### config.mk
export PLATFORM = sky130hd
export DESIGN_NAME = seq_alu
export DESIGN_NICKNAME = d
export VERILOG_FILES = /design/src/rtl/seq_alu.sv
export SDC_FILE = /design/constraint.sdc
export NUM_CORES = 1
export LEC_CHECK = 0
export ABC_AREA = 1
export BUFFER_PORTS_ARGS = -buffer_cell sky130_fd_sc_hd__buf_2
export CELL_PAD_IN_SITES_DETAIL_PLACEMENT = 1
export CELL_PAD_IN_SITES_GLOBAL_PLACEMENT = 2
export CORE_MARGIN = 1
export CORE_UTILIZATION = 34
export CTS_BUF_LIST = sky130_fd_sc_hd__clkbuf_8
export DETAILED_ROUTE_END_ITERATION = 6
export MAX_ROUTING_LAYER = met4
export PLACE_DENSITY = 0.95
export SLEW_MARGIN = 25
export SYNTH_ARGS = -nofsm -noshare
export SYNTH_HDL_FRONTEND = slang
export SYNTH_SLANG_ARGS = --single-unit
### constraint.sdc
create_clock -name clk -period 5.5 [get_ports clk]
set_input_delay 0.55 -clock clk [delete_from_list [all_inputs] [get_ports clk]]
set_output_delay 0.55 -clock clk [all_outputs]
set_load 0.02 [all_outputs]
### src/rtl/seq_alu.sv
// seq_alu: multi-cycle execute unit with single-cycle logic/add/sub and a bit-serial shifter.
// Define SEQ_ALU_MUL_EN to compile in the shift-add multiplier (op 4'b1000).
module seq_alu #(
  parameter int WIDTH = 64
) (
  input  logic             clk,
  input  logic             reset,
  input  logic             start,
  input  logic [3:0]       Operation,
  input  logic [WIDTH-1:0] a,
  input  logic [WIDTH-1:0] b,
  output logic             busy,
  output logic             done,
  output logic [WIDTH-1:0] Result,
  output logic             Zero
);

  localparam int SW = $clog2(WIDTH);

  localparam logic [3:0] OP_AND = 4'b0000;
  localparam logic [3:0] OP_OR  = 4'b0001;
  localparam logic [3:0] OP_ADD = 4'b0010;
  localparam logic [3:0] OP_SUB = 4'b0110;
  localparam logic [3:0] OP_SLL = 4'b0011;
  localparam logic [3:0] OP_SRL = 4'b0101;
`ifdef SEQ_ALU_MUL_EN
  localparam logic [3:0] OP_MUL = 4'b1000;
`endif

  localparam logic [SW-1:0] CNT_ONE = {{(SW-1){1'b0}}, 1'b1};

`ifdef SEQ_ALU_MUL_EN
  typedef enum logic [1:0] {ST_IDLE = 2'd0, ST_SHIFT = 2'd1, ST_MUL = 2'd2} state_t;
`else
  typedef enum logic [0:0] {ST_IDLE = 1'b0, ST_SHIFT = 1'b1} state_t;
`endif

  state_t           state_r;
  state_t           state_s;
  logic             accept_s;
  logic             is_shift_s;
  logic             load_s;
  logic             left_r;
  logic             done_r;
  logic             zero_r;
  logic [SW-1:0]    shamt_s;
  logic [SW-1:0]    cnt_r;
  logic [WIDTH-1:0] acc_r;
  logic [WIDTH-1:0] step_s;
  logic [WIDTH-1:0] quick_s;
  logic [WIDTH-1:0] res_s;
  logic [WIDTH-1:0] result_r;
`ifdef SEQ_ALU_MUL_EN
  logic [WIDTH-1:0] mcand_r;
  logic [WIDTH-1:0] mplier_r;
  logic [WIDTH-1:0] prod_s;
`endif

  assign accept_s   = start && (state_r == ST_IDLE);
  assign shamt_s    = b[SW-1:0];
  assign is_shift_s = (Operation == OP_SLL) || (Operation == OP_SRL);
  assign step_s     = left_r ? {acc_r[WIDTH-2:0], 1'b0} : {1'b0, acc_r[WIDTH-1:1]};
`ifdef SEQ_ALU_MUL_EN
  assign prod_s     = acc_r + (mplier_r[0] ? mcand_r : {WIDTH{1'b0}});
`endif

  // Single-cycle result; a shift reaching here always has a zero shift amount.
  always_comb begin
    quick_s = '0;
    case (Operation)
      OP_AND:  quick_s = a & b;
      OP_OR:   quick_s = a | b;
      OP_ADD:  quick_s = a + b;
      OP_SUB:  quick_s = a - b;
      OP_SLL:  quick_s = a;
      OP_SRL:  quick_s = a;
      default: quick_s = '0;
    endcase
  end

  // State register.
  always_ff @(posedge clk or negedge reset) begin
    if (!reset) begin
      state_r <= ST_IDLE;
    end else begin
      state_r <= state_s;
    end
  end

  // Next-state logic.
  always_comb begin
    state_s = state_r;
    case (state_r)
      ST_IDLE: begin
        if (accept_s && is_shift_s && (shamt_s != '0)) begin
          state_s = ST_SHIFT;
`ifdef SEQ_ALU_MUL_EN
        end else if (accept_s && (Operation == OP_MUL)) begin
          state_s = ST_MUL;
`endif
        end else begin
          state_s = ST_IDLE;
        end
      end
      ST_SHIFT: begin
        if (cnt_r == CNT_ONE) begin
          state_s = ST_IDLE;
        end else begin
          state_s = ST_SHIFT;
        end
      end
`ifdef SEQ_ALU_MUL_EN
      ST_MUL: begin
        if (cnt_r == '0) begin
          state_s = ST_IDLE;
        end else begin
          state_s = ST_MUL;
        end
      end
`endif
      default: state_s = ST_IDLE;
    endcase
  end

  // Output decode: when to publish a result and which value it is.
  always_comb begin
    load_s = 1'b0;
    res_s  = '0;
    case (state_r)
      ST_IDLE: begin
        if (accept_s && (state_s == ST_IDLE)) begin
          load_s = 1'b1;
          res_s  = quick_s;
        end else begin
          load_s = 1'b0;
          res_s  = '0;
        end
      end
      ST_SHIFT: begin
        if (cnt_r == CNT_ONE) begin
          load_s = 1'b1;
          res_s  = step_s;
        end else begin
          load_s = 1'b0;
          res_s  = '0;
        end
      end
`ifdef SEQ_ALU_MUL_EN
      ST_MUL: begin
        if (cnt_r == '0) begin
          load_s = 1'b1;
          res_s  = prod_s;
        end else begin
          load_s = 1'b0;
          res_s  = '0;
        end
      end
`endif
      default: begin
        load_s = 1'b0;
        res_s  = '0;
      end
    endcase
  end

  // Datapath: operand capture, iteration registers and result/flag outputs.
  always_ff @(posedge clk or negedge reset) begin
    if (!reset) begin
      done_r   <= 1'b0;
      result_r <= '0;
      zero_r   <= 1'b1;
      acc_r    <= '0;
      cnt_r    <= '0;
      left_r   <= 1'b0;
`ifdef SEQ_ALU_MUL_EN
      mcand_r  <= '0;
      mplier_r <= '0;
`endif
    end else begin
      done_r <= load_s;
      if (load_s) begin
        result_r <= res_s;
        zero_r   <= (res_s == '0);
      end
      case (state_r)
        ST_IDLE: begin
          if (accept_s) begin
            acc_r  <= a;
            cnt_r  <= shamt_s;
            left_r <= (Operation == OP_SLL);
`ifdef SEQ_ALU_MUL_EN
            // Counter runs WIDTH-1 down to 0, one iteration per value.
            if (Operation == OP_MUL) begin
              acc_r    <= '0;
              cnt_r    <= '1;
              mcand_r  <= a;
              mplier_r <= b;
            end
`endif
          end
        end
        ST_SHIFT: begin
          acc_r <= step_s;
          cnt_r <= cnt_r - CNT_ONE;
        end
`ifdef SEQ_ALU_MUL_EN
        ST_MUL: begin
          acc_r    <= prod_s;
          mcand_r  <= {mcand_r[WIDTH-2:0], 1'b0};
          mplier_r <= {1'b0, mplier_r[WIDTH-1:1]};
          cnt_r    <= cnt_r - CNT_ONE;
        end
`endif
        default: begin
          cnt_r <= cnt_r;
        end
      endcase
    end
  end

  assign busy   = (state_r != ST_IDLE);
  assign done   = done_r;
  assign Result = result_r;
  assign Zero   = zero_r;

endmodule

==> After elaboration in Yosys (flattened, before gate mapping) <==
Cells that the tools add are included.
{ "word_totals": {"inputBits": 135, "output_inout_bits": 67, "wordCells": 46, "register_bits": 138} }
{ "op_classes": {"n_reduce_logical": 10, "muxes": 15, "bitwise": 4, "eq_ne": 7, "add_sub_neg": 3} }
{ "ops": {"columns": ["operator", "n"], "rows": [
  ["$pmux W64 S5", 1],
  ["$mux W64", 4],
  ["$pmux W64 S2", 2],
  ["$add A64 B64 Y64", 1],
  ["$and A64 B64 Y64", 1],
  ["$logic_not A64 Y1", 1],
  ["$or A64 B64 Y64", 1],
  ["$sub A64 B64 Y64", 1],
  ["$pmux W6 S2", 1],
  ["$eq A4 B2 Y1 const B", 2],
  ["$eq A4 B3 Y1 const B", 2],
  ["$eq A6 B1 Y1 const B", 1],
  ["$mux W6", 1],
  ["$reduce_bool A6 Y1", 1],
  ["$sub A6 B1 Y6 const B", 1],
  ["$eq A4 B1 Y1 const B", 1],
  ["$logic_and A1 B1 Y1", 4],
  ["$logic_not A4 Y1", 1],
  ["$mux W1", 4],
  ["$pmux W1 S2", 2],
  ["$ne A2 B2 Y1 const B", 1],
  ["$not A1 Y1", 2],
  ["$reduce_and A2 Y1", 1],
  ["$reduce_or A2 Y1", 1],
  ["$logic_or A1 B1 Y1", 1]
]} }

==> Longest topological paths before layout <==
Gate-level depths: netlist of the first run.
{ "depth": {"word_depth": 11, "ltp_mapped": 33} }

==> Least setup slack after synthesis of the first run <==
No wires, ideal clock.
{ "synth_timing": {"path_type": "input to register", "from": "input port b[0]", "to": "register zero_r (netlist: Zero)", "setup_slack_ns": 1.413, "setup_ns": 0.070, "t_required_ns": 5.430, "arrival_ns": 4.017, "stages": 33, "path_cell_list": "inv_1 ha_1 nand4_4 nor3_2 nand2_2 nor4_4 nand2_1 nor2_1 nand3_1 o21ai_2 nand2_1 a21oi_1 xor2_1 ha_1 nand2_1 nor2_1 inv_1 nor2_1 inv_1 nor2_1 nand2_1 and2_1 nand2_1 nand2_1 nand3_1 nand2_1 nand2_1 nand2_1 nor2_1 nand2_1 nor2_1 nand2_1 o21bai_2"} }
{ "synth_between": {"elab_chain_len": 9, "word_cells_on_any_way": 16, "classes_between": "add/sub (2); mux (7); bitwise (3); reduce/logical (4)"} }
{ "synth_lines": {"columns": ["item", "line", "text"], "rows": [
  ["start, declared", "11", "input logic [WIDTH-1:0] b,"],
  ["branches (longest 9 deep; another with $sub A64 B64 Y64)", null, null],
  ["end signal, assigned", "183", "zero_r <= (res_s == '0);"],
  ["end, declared", "45", "logic zero_r;"]
]} }
Parallel ways; which one is timed is not known.
A chain may end at the register's enable or synchronous reset.

==> Worst setup path in the final report of the first run <==
Same ends and word-level chain as after synthesis.

==> summary.md, run 1 <==
| Metric | Value |
|---|---|
| CTS sink cnt | ~140 |
| Drt via density | between 5 and 6 |
| Syn_nets | around 2.9k |
| Die area | between 40,000 and 50,000 um^2 |
| Die Y-Extent | between 200 and 250 um |
| Wire per inst | about 23 um |
| Cell mode on critical path | nand2_1 |
| Fin crit period | 5.12 ns |
| Setup Fix Bufs, Post-CTS | 0 |
| # DRC | 0 |
| Min-delay worst type | input port to async pin |
| Yosys synthesis warning count | 0 |
| Setup violators final | 0 |
| Crit end category | register |
| Wire length of the first global-routing pass | about 120,000 um |
| Most used DFF post-synth | dfrtp_1 |
| Dpl hpwl | between 60,000 and 70,000 um |
| Maximum VDD drop | 0.000278 V |
| Number of synthesized flops with an enable pin | 0 |
| Critical-path top delay cell | ha_1 |
| Final Skew | around 0.0082 ns |
| Yosys cell types | slightly below 60 |
| TritonCTS Buffers | 17 |
| Flops & latches, synth | between 100 and 150 |
| Area delta synth->final | 13.5% |
| Synth area leaders | dfrtp_1 22%, nand2_1 20%, inv_1 9.5%, nor2_1 7.4%, o21ai_0 6.7% |
| GRT Overall Usage | between 30 and 40% |
| # fillers | approximately 6k |
| Max_cap viols | 0 |
| DR iter-0 viols | approximately 1.9k |
| Post-CTS Hold Fix Bufs | 0 |
| Port Buffers | 201 |
| Asr flop ratio synth | between 90% and 100% |
| CP max stage delay | between 0.3 and 0.4 ns |
| Top-area cell type share of the netlist area | between 20% and 30% |
| Post-CTS sizing | 0 |
| # IOs | between 200 and 250 |
| Post-route cell area | about 18,000 um^2 |
| Peak Freq | between 150 and 200 MHz |
| Initial core utilization | a little over a third |
| Final RePlAce weighted congestion | 1.07 |
| Chip Width | 215 um |
| Share of post-route cells with drive strength above 1 | about 11% |
| WP data required | 5.92 ns |
| Detailed Route WL | 78,300 um |
| RR Endpoint | Zero |
| Grt ovf | 0 |
| Layout Nets | between 3k and 4k |
| DRT Pass-1 Iters | 6 |
| Pwr dens | approximately 330 nW/um^2 |
| Status | complete, no violations |
| RSZ-0062 raised after global routing | false |
| Worst Tran Pin Value | 1.09 ns |
| Crit start category | input port |
| Fin crit share | 93.1% |
| Dpl cell area | between 15,000 and 20,000 um^2 |
| Cell count of the worst reg-to-reg path | 15 |
| Final antenna-violating net count | 0 |
| Largest net degree at the start of global routing | 93 |
| Pwr Total | a little under 6 mW |
| Antenna violations before repair | 9 |
| Row cnt | between 70 and 80 |
| Largest area contributor in the netlist | dfrtp_1 |
| Vias in the first global route | between 15k and 20k |
| CTS Root Buffer Type | clkbuf_8 |
| R2R Setup Slk | between 1.5 and 2 ns |
| DP Cell Count | approximately 3.4k |
| Reg-to-reg critical path startpoint | busy |
| Max Slew Vio Count | 0 |
| CTS H-tree lvls | 4 |
| Setup TNS | 0 ns |
| Core footprint | ~45,000 um^2 |
| Mapped Cells | approximately 2.7k |
| Routed vias | 19.2k |
| Worst setup path endpoint | Zero |
| Critical Path Source | b[0] |
| Sequential area share after synthesis | roughly 22% |
| Critical path arrival | around 5.5 ns |
| CP Class | input port to register |
| Commonest non-fill, non-tap cells in the layout | 814 x nand2_1, 393 x inv_1, 306 x nor2_1, 206 x o21ai_0, 200 x buf_2 |
| Reg clk slew, reported paths | about 0.08 ns |
| Post-Syn Area per Cell | a little under 6 um^2 |
| Relative slew slack | 27.4% |
| Leakage | around 9.6 nW |
| Commonest non-fill, non-tap cell in the layout | nand2_1 |
| Final hold vios | 0 |
| Seq. cell area | approximately 3500 um^2 |
| Worst skew pair latency | approximately 0.48 ns |
| Multi-input combinational cell area | just over 10,000 um^2 |
| Clock Tree Buf Depth | 2 |
| Maximum fanout along the worst path | 5 |
| CTS tree | built |
| Post-Syn Area | 15,400 um^2 |
| Final std cells w/o fill | between 3k and 4k |
| Fin Hold WS | around 0.16 ns |
==> cell families after synthesis <==
family / share of synthesized area (%)
compound gates: 17.8
buf+inv: 12.1
flops: 22.4
xor+xnor: 3.52
simple gates: 38.6
fa+ha+maj: 5.64
==> cell type report <==
type,count,area share [%]
Inverter,407,8.75
Clock inverter,10,0.842
Multi-Input combinational cell,2035,57.9
Sequential cell,138,19.7
Tap cell,592,4.23
Clock buffer,21,1.65
Antenna cell,6,0.0857
Timing Repair Buffer,226,6.85
==> per-layer routing <==
layer,up-vias,track usage (%),share of wire (%)
li1,8868,-,-
met1,9399,48.6,46
met2,843,50.0,43
met3,116,4.93,8.8
met4,0,10.6,2.8
met5,-,-,0
==> report_power, final <==
group	internal, mW	switching [mW]
clock	0.534	0.409
combinational	0.919	2.17
sequential	1.46	0.300
==> how the worst min path moves through the flow <==
stage / from / end / slack [ns] / depth (start not counted)
floorplan: reset / Result[0] / 0.25 / 0
global placement: Result[60] / Result[60] / 0.46 / 2
detailed placement: Result[42] / Result[42] / 0.47 / 2
CTS: reset / Result[61] / 0.19 / 1
global route: reset / Result[61] / 0.19 / 1
finish: reset / Result[61] / 0.16 / 1
==> state kept, by name, indices dropped and copies added, names as in the netlist <==
signal and count:
acc_r 64, Zero 1, left_r 1, cnt_r 6, done 1, busy 1, Result 64
==> synth_stat cells (16+ instances only) <==
cell type,n
nor2_1,306
dfrtp_1,137
a22oi_1,28
xor2_1,61
nand3b_1,25
inv_1,392
o22ai_1,37
o221ai_1,16
a21oi_1,149
nand4_1,19
o211ai_1,18
clkbuf_1,39
o21ai_0,206
nor3_1,24
nand3_1,183
buf_2,23
nand2_1,814
ha_1,68
==> critical path: cells and delay by family <==
kind            cells  cell delay [ns]
simple gates       24             3.31
buf+inv             3             0.33
compound gates      3             0.59
xor+xnor            1             0.10
fa+ha+maj           2             0.64
==> metrics by stage <==
step | utilization (%) | worst slack (ns)
2_1_floorplan | - | 1.41
3_3_place_gp | 38.4 | 0.0569
3_5_place_dp | 38.4 | 0.0118
4_1_cts | 39.3 | 0.505
5_1_grt | 39.4 | 0.0256
6_report | 39.4 | 0.377
No activity file was read; power rests on OpenSTA's default activity.
==> inputs of run 2 (changes only) <==
--- a/config.mk
+++ b/config.mk
@@ -5,12 +5,12 @@
 export SDC_FILE = /design/constraint.sdc
 export NUM_CORES = 1
 export LEC_CHECK = 0
-export ABC_AREA = 1
+export ABC_AREA = 0
 export BUFFER_PORTS_ARGS = -buffer_cell sky130_fd_sc_hd__buf_2
 export CELL_PAD_IN_SITES_DETAIL_PLACEMENT = 1
 export CELL_PAD_IN_SITES_GLOBAL_PLACEMENT = 2
 export CORE_MARGIN = 1
-export CORE_UTILIZATION = 34
+export CORE_UTILIZATION = 38
 export CTS_BUF_LIST = sky130_fd_sc_hd__clkbuf_8
 export DETAILED_ROUTE_END_ITERATION = 6
 export MAX_ROUTING_LAYER = met4
==> run 2 against run 1 <==
The flow now finishes with violations (DRC, setup timing). Core utilization is 12 points higher. Critical endpoint unchanged. Clock skew up 0.028 ns. Total power grew 11%. Clock power is 3.0% higher. Register-to-register slack lost 1.3 ns. Synthesized cell count fell by 27%. Highest routed layer unchanged. Die area down 15%. Sequential cell count is the same. Setup slack got worse by 0.54 ns. First-iteration DRC count increased by 6.3%. Combinational power increased by 12%.
==> summary.md, run 2 <==
| Metric | Value |
|---|---|
| Drt via density | 6.53 (+17%) |
| R2R Setup Slk | 0.47 ns (-1.29 ns) |
| Fin Hold WS | 0.101 ns (-0.0622 ns) |
| Mapped Cells | 1,929 (-27%) |
| Max Slew Vio Count | 0 (unchanged) |
| CP max stage delay | 0.47 ns (+0.09 ns) |
| # DRC | 1 (+1) |
| Min-delay worst type | input port to async pin |
| Maximum VDD drop | 0.000192 V (-31%) |
| Vias in the first global route | 19.6k (+3.6%) |
| Detailed Route WL | 76,200 um (-2.7%) |
| Sequential area share after synthesis | 23.6% (+1.2 points) |
| Layout Nets | 2,586 (-15%) |
| Top-area cell type share of the netlist area | 23.4% (+1.2 points) |
| Final hold vios | 0 (unchanged) |
| Crit end category | register |
| TritonCTS Buffers | 17 (unchanged) |
| CP Class | input port to register |
| Reg-to-reg critical path startpoint | busy |
| CTS Root Buffer Type | clkbuf_8 |
| CTS H-tree lvls | 4 (unchanged) |
| DRT Pass-1 Iters | 7 (+1) |
| Reg clk slew, reported paths | 0.11 ns (+0.03 ns) |
| CTS tree | built |
| Yosys cell types | 92 (+59%) |
| DR iter-0 viols | 2,010 (+6.3%) |
| Critical-path top delay cell | or4_4 |
| Share of post-route cells with drive strength above 1 | 30.4% (+19 points) |
| Synth top cells by count | 272 x a21oi_1, 209 x nand2_1, 140 x nor2_1 |
| CP Cell Sequence | buf_2 -> or3_4 -> or4_4 -> nor3_4 -> nand2_2 -> or2_4 -> o41ai_2 -> xor2_1 -> ha_1 -> a21oi_2 -> o21ai_0 -> a21oi_1 -> buf_4 -> nor3_1 -> a221o_1 -> a211oi_4 -> nand4_1 -> nor4_4 -> buf_4 -> nand4b_1 -> nor4_2 -> nand4_1 -> o31ai_1 |
| Yosys synthesis warning count | 0 (unchanged) |
| Maximum fanout along the worst path | 4 (-1) |
| Wire length of the first global-routing pass | 114,000 um (-1.9%) |
| Post-Syn Area per Cell | 7.58 um^2 (+30%) |
| RSZ-0062 raised after global routing | true |
| Wire per inst | 26.1 um (+15%) |
| Final antenna-violating net count | 0 (unchanged) |
| CTS sink cnt | 138 (unchanged) |
| Core footprint | 37,800 um^2 (-15%) |
| Fin crit share | 103% (+9.9 points) |
| Final worst setup slack | -0.167 ns (-0.545 ns) |
| Fin crit period | 5.67 ns (+0.545 ns) |
| Pwr dens | 333 nW/um^2 (+0.63%) |
| Routed vias | 19.0k (-1.0%) |
| Failing checks | DRC, setup timing |
| Relative slew slack | 29.8% (+2.4 points) |
| Initial core utilization | 38.7% (+4.1 points) |
| Largest area contributor in the netlist | dfrtp_1 |
| RR Endpoint | Zero |
| Flops & latches, synth | 138 (unchanged) |
| Dpl cell area | 18,500 um^2 (+8.3%) |
| GRT Overall Usage | 39.6% (+5.2 points) |
| Status | finished with violations |
| WP data required | 5.97 ns (+0.05 ns) |
| Row cnt | 71 (-7.8%) |
| Antenna violations before repair | 9 (unchanged) |
| Post-Syn Area | 14,600 um^2 (-5.3%) |
| Final Skew | 0.0367 ns (+0.0285 ns) |
| Syn_nets | 2,133 (-25%) |
| Final Core Density | 51.4% (+12 points) |
| Pwr Total | 6.45 mW (+11%) |
| Most used DFF post-synth | dfrtp_1 |
| Worst skew pair latency | 0.55 ns (+0.07 ns) |
| Largest net degree at the start of global routing | 93 (unchanged) |
| Commonest non-fill, non-tap cells in the layout | 372 x buf_4, 258 x a21oi_1, 208 x nand2_1, 199 x buf_2 |
| Crit start category | input port |
| Area delta synth->final | 32.6% |
| Clock Tree Buf Depth | 2 (unchanged) |
| Number of synthesized flops with an enable pin | 0 (unchanged) |
| # IOs | 202 (unchanged) |
| Commonest non-fill, non-tap cell in the layout | buf_4 |
| Asr flop ratio synth | 100% (unchanged) |
| Most common cell in the synthesized netlist | a21oi_1 |
| Die Y-Extent | 198 um (-7.9%) |
| Worst path bufs/invs | 3 (unchanged) |
| Max_cap viols | 0 (unchanged) |
| Synth area leaders | dfrtp_1 23%, a21oi_1 9.3%, ha_1 5.8%, nand2_1 5.4%, mux2i_1 5.0% |
| Grt ovf | 0 (unchanged) |
| Die area | 39,300 um^2 (-15%) |
| CP delay by family, top | simple AND/OR/NAND/NOR gates |
| Peak Freq | 176 MHz (-9.6%) |
| Port Buffers | 201 (unchanged) |
| Critical path arrival | 6.14 ns (+0.60 ns) |
| Final RePlAce weighted congestion | 1.12 (+3.9%) |
| Chip Width | 198 um (-7.9%) |
| Cell count of the worst reg-to-reg path | 12 (-3) |
| Leakage | 8.74 nW (-8.7%) |
| Dpl hpwl | 57,500 um (-11%) |
| Worst Tran Pin Value | 1.05 ns (-0.0372 ns) |
| Setup violators final | 1 (+1) |
| Post-route cell area | 19,400 um^2 (+11%) |
run 2: cell types whose count changed after synthesis, moves of 73 or more:
cell,before,now
nor2_1,306,140
a21oi_1,149,272
inv_1,392,22
nand2_1,814,209
mux2i_1,0,73
o21ai_0,206,126
nand3_1,183,36
run 2: logic make-up after synthesis:
kind of cell               Yosys count  share of synthesized area (%)
xor gates and xnor gates            97                           5.81
muxes                               95                           6.69
adders and majority gates           70                           6.02
AOI/OAI and AO/OA                  714                           31.4
buffers and inverters              162                           4.45
DFF                                138                           23.6
and+or+nand+nor                    653                           22.1
run 2: final cells by class:
type                    instances  area, um^2
fillers                      4784       18400
multi-input cells            1629       10900
repair buffers                573        3820
flip-flops and latches        138        3460
well taps                     511         639
clock buffers                  17         234
clock inverters                15         189
inverters                      23        86.3
diodes                          9        22.5
run 2: how the worst max path moves through the flow:
stage                end  start  cells after the start  slack, ns
CTS                 Zero   b[6]                     24       0.02
finish              Zero   b[6]                     23      -0.17
floorplan           Zero   b[5]                     24       0.05
global placement    Zero   b[6]                     22      -0.94
detailed placement  Zero   b[6]                     22      -1.02
global route        Zero   b[6]                     23      -0.22
run 2: per-stage QoR:
stage          setup TNS, ns  setup WS (ns)  std cells
2_1_floorplan              0         0.0499       1929
3_3_place_gp           -1.15         -0.941       2863
3_5_place_dp           -2.07          -1.02       2863
4_1_cts                    0         0.0180       2898
5_1_grt               -0.224         -0.219       2915
6_report              -0.167         -0.167       2915
run 2: power by group:
group / internal, mW / switching [mW] / total, mW
clock: 0.458 / 0.511 / 0.970
combinational: 1.40 / 2.06 / 3.46
sequential: 1.51 / 0.515 / 2.02
total: 3.37 / 3.09 / 6.45
run 2: per-layer routing:
layer	vias up	share of wire [%]	global-route usage [%]
met5	-	0	-
met1	9333	38	45.6
li1	8163	-	-
met2	1161	45	60.1
met3	372	9.2	8.89
met4	0	7.8	29.5
run 2: repair_timing:
action | CTS | global route
endpoints found under the setup margin | 1 | 3
hold buffers | 0 | 0
buffers inserted | 3 | 8
gates resized for setup | 15 | 75
pin swaps | 4 | 24
==> inputs of run 3 (changes only) <==
--- a/config.mk
+++ b/config.mk
@@ -5,12 +5,12 @@
 export SDC_FILE = /design/constraint.sdc
 export NUM_CORES = 1
 export LEC_CHECK = 0
-export ABC_AREA = 0
+export ABC_AREA = 1
 export BUFFER_PORTS_ARGS = -buffer_cell sky130_fd_sc_hd__buf_2
 export CELL_PAD_IN_SITES_DETAIL_PLACEMENT = 1
 export CELL_PAD_IN_SITES_GLOBAL_PLACEMENT = 2
 export CORE_MARGIN = 1
-export CORE_UTILIZATION = 38
+export CORE_UTILIZATION = 34
 export CTS_BUF_LIST = sky130_fd_sc_hd__clkbuf_8
 export DETAILED_ROUTE_END_ITERATION = 6
 export MAX_ROUTING_LAYER = met4
==> constraint.sdc (replaced) <==
create_clock -name clk -period 5.5 [get_ports clk]
set_input_delay 0 -clock clk [delete_from_list [all_inputs] [get_ports clk]]
set_output_delay 0 -clock clk [all_outputs]
set_load 0.02 [all_outputs]
==> run 3 against run 2 <==
The run now ends clean. Clock skew shrank 0.026 ns. Via count increased by 3.1%. Sequential power is 13% lower. Register-to-register slack better by 1.1 ns. Final area is 6.1% lower. Die area up 18%. Core utilization decreased by 10 points. Final cell count up 20%. Setup slack improved by 0.53 ns. Critical path depth up 5. Global-route usage fell by 3.1 points. Maximum frequency grew 10%.
==> summary.md, run 3 (synthesis gave the netlist of run 1 again) <==
| Metric | Value |
|---|---|
| DRT Pass-1 Iters | 5 (-2) |
| Row cnt | 77 (+8.5%) |
| Pwr dens | 321 nW/um^2 (-3.5%) |
| Routed vias | 19.6k (+3.1%) |
| Peak Freq | 195 MHz (+10%) |
| Port Buffers | 201 (unchanged) |
| Share of post-route cells with drive strength above 1 | 11.0% (-19 points) |
| Dpl hpwl | 67,600 um (+17%) |
| Final RePlAce weighted congestion | 1.03 (-7.7%) |
| Clock Tree Buf Depth | 2 (unchanged) |
| Drt via density | 5.60 (-14%) |
| Pwr Total | 5.85 mW (-9.4%) |
| Final Skew | 0.0104 ns (-0.0263 ns) |
| CTS sink cnt | 138 (unchanged) |
| Initial core utilization | 34.7% (-4.1 points) |
| TritonCTS Buffers | 17 (unchanged) |
| Antenna violations before repair | 6 (-3) |
| Leakage | 9.79 nW (+12%) |
| Commonest non-fill, non-tap cell in the layout | nand2_1 |
| Worst Tran Pin Value | 0.987 ns (-0.0635 ns) |
| CTS H-tree lvls | 4 (unchanged) |
| CP delay by family, top | simple AND/OR/NAND/NOR gates |
| CP Class | input port to register |
| Wire per inst | 23.7 um (-9.4%) |
| Fin crit share | 93.3% (-9.7 points) |
| Dpl cell area | 17,000 um^2 (-8.2%) |
| R2R Setup Slk | 1.57 ns (+1.10 ns) |
| Crit start category | input port |
| Levels on crit path | 28 (+22%) |
| Commonest non-fill, non-tap cells in the layout | 813 x nand2_1, 390 x inv_1, 303 x nor2_1, 206 x o21ai_0, 200 x buf_2 |
| DR iter-0 viols | 2,149 (+6.9%) |
| # IOs | 202 (unchanged) |
| Worst skew pair latency | 0.48 ns (-0.07 ns) |
| CP max stage delay | 0.54 ns (+0.07 ns) |
| Status | complete, no violations |
| CTS Root Buffer Type | clkbuf_8 |
| Cell count of the worst reg-to-reg path | 15 (+3) |
| Crit end category | register |
| Reg-to-reg critical path startpoint | busy |
| Final antenna-violating net count | 0 (unchanged) |
| Post-route cell area | 18,200 um^2 (-6.1%) |
| Critical path arrival | 5.55 ns (-0.59 ns) |
| RR Endpoint | Zero |
| Wire length of the first global-routing pass | 123,000 um (+7.3%) |
| GRT Overall Usage | 36.4% (-3.1 points) |
| Grt ovf | 0 (unchanged) |
| Max Slew Vio Count | 0 (unchanged) |
| Chip Width | 215 um (+8.5%) |
| Min-delay worst type | input port to async pin |
| Maximum fanout along the worst path | 5 (+1) |
| Setup TNS | 0 ns (+0.167 ns) |
| WP data required | 5.92 ns (-0.05 ns) |
| Fin crit period | 5.13 ns (-0.535 ns) |
| CTS tree | built |
| Die area | 46,300 um^2 (+18%) |
| Setup violators final | 0 (-1) |
| Worst path bufs/invs | 4 (+1) |
| Final hold vios | 0 (unchanged) |
| Final std cells w/o fill | 3,502 (+20%) |
| # DRC | 0 (-1) |
| Maximum VDD drop | 0.000254 V (+32%) |
| RSZ-0062 raised after global routing | false |
| Critical-path top delay cell | dlygate4sd3_1 |
| Relative slew slack | 34.2% (+4.4 points) |
| Layout Nets | 3,094 (+20%) |
| Cell mode on critical path | nand2_1 |
| Largest net degree at the start of global routing | 71 (-24%) |
| DP Cell Count | 3,386 (+18%) |
| Reg clk slew, reported paths | 0.09 ns (-0.02 ns) |
| Detailed Route WL | 83,000 um (+8.9%) |
| Vias in the first global route | 19.4k (-1.0%) |
| Area delta synth->final | 18.0% |
| Die Y-Extent | 215 um (+8.5%) |
| Core footprint | 44,500 um^2 (+18%) |
| Max_cap viols | 0 (unchanged) |
==> run 3: changes by cell type in the layout (fill, tap and decap cells not counted), sizes merged, moves of 36 or more <==
| cell | previous run | this run |
|---|---|---|
| nand3 | 36 | 185 |
| mux2i | 73 | 0 |
| buf | 573 | 214 |
| a21oi | 272 | 151 |
| inv | 28 | 406 |
| xnor2 | 38 | 1 |
| o21ai | 129 | 214 |
| dlygate4sd3 | 0 | 77 |
| a211oi | 64 | 0 |
| a21o | 37 | 1 |
| nand2 | 211 | 824 |
| nor2b | 62 | 0 |
| nor2 | 140 | 318 |
==> run 3: how the worst max path moves through the flow <==
| stage | from | end | slack [ns] |
|---|---|---|---|
| 2_1_floorplan | b[0] | Zero | 1.96 |
| 3_3_place_gp | b[0] | Zero | 0.41 |
| 3_5_place_dp | b[0] | Zero | 0.34 |
| 4_1_cts | b[0] | Zero | 0.23 |
| 5_1_grt | b[0] | Zero | 0.02 |
| 6_report | b[0] | Zero | 0.37 |
==> run 3: layout make-up <==
type	count	area, um^2
Antenna cell	7	17.5
Clock buffer	18	248
Clock inverter	14	173
Fill cell	6164	26300
Inverter	407	1530
Multi-Input combinational cell	2035	10200
Sequential cell	138	3450
Tap cell	592	741
Timing Repair Buffer	291	1880
==> run 3: report_power, final <==
part           internal [mW]  switching, mW  total, mW
logic                  0.951           2.23       3.18
registers               1.46          0.294       1.75
clock network          0.461          0.448      0.908
==> run 3: timing repair <==
action | in CTS | in global routing
endpoints found under the hold margin | 146 | 0
hold buffers | 77 | 0
gates resized for setup | 0 | 9
setup endpoints to repair | 0 | 1
setup buffers | 0 | 0
==> run 3: metal layers <==
layer / wire length [um] / share of wire [%] / global-route usage (%)
met2: 35000 / 42 / 52.7
met1: 39700 / 48 / 53.0
met4: 2210 / 2.7 / 10.1
met3: 6100 / 7.3 / 4.01
met5: 0 / 0 / -
==> run 3: stage by stage <==
| stage | hold slack (ns) | utilization [%] | setup WS [ns] |
|---|---|---|---|
| global route | 0.101 | 40.9 | 0.0162 |
| floorplan | -0.296 | - | 1.96 |
| CTS | 0.0446 | 40.8 | 0.230 |
| detailed placement | 0.0595 | 38.2 | 0.339 |
| finish | 0.0699 | 40.9 | 0.368 |
| global placement | 0.0640 | 38.1 | 0.406 |
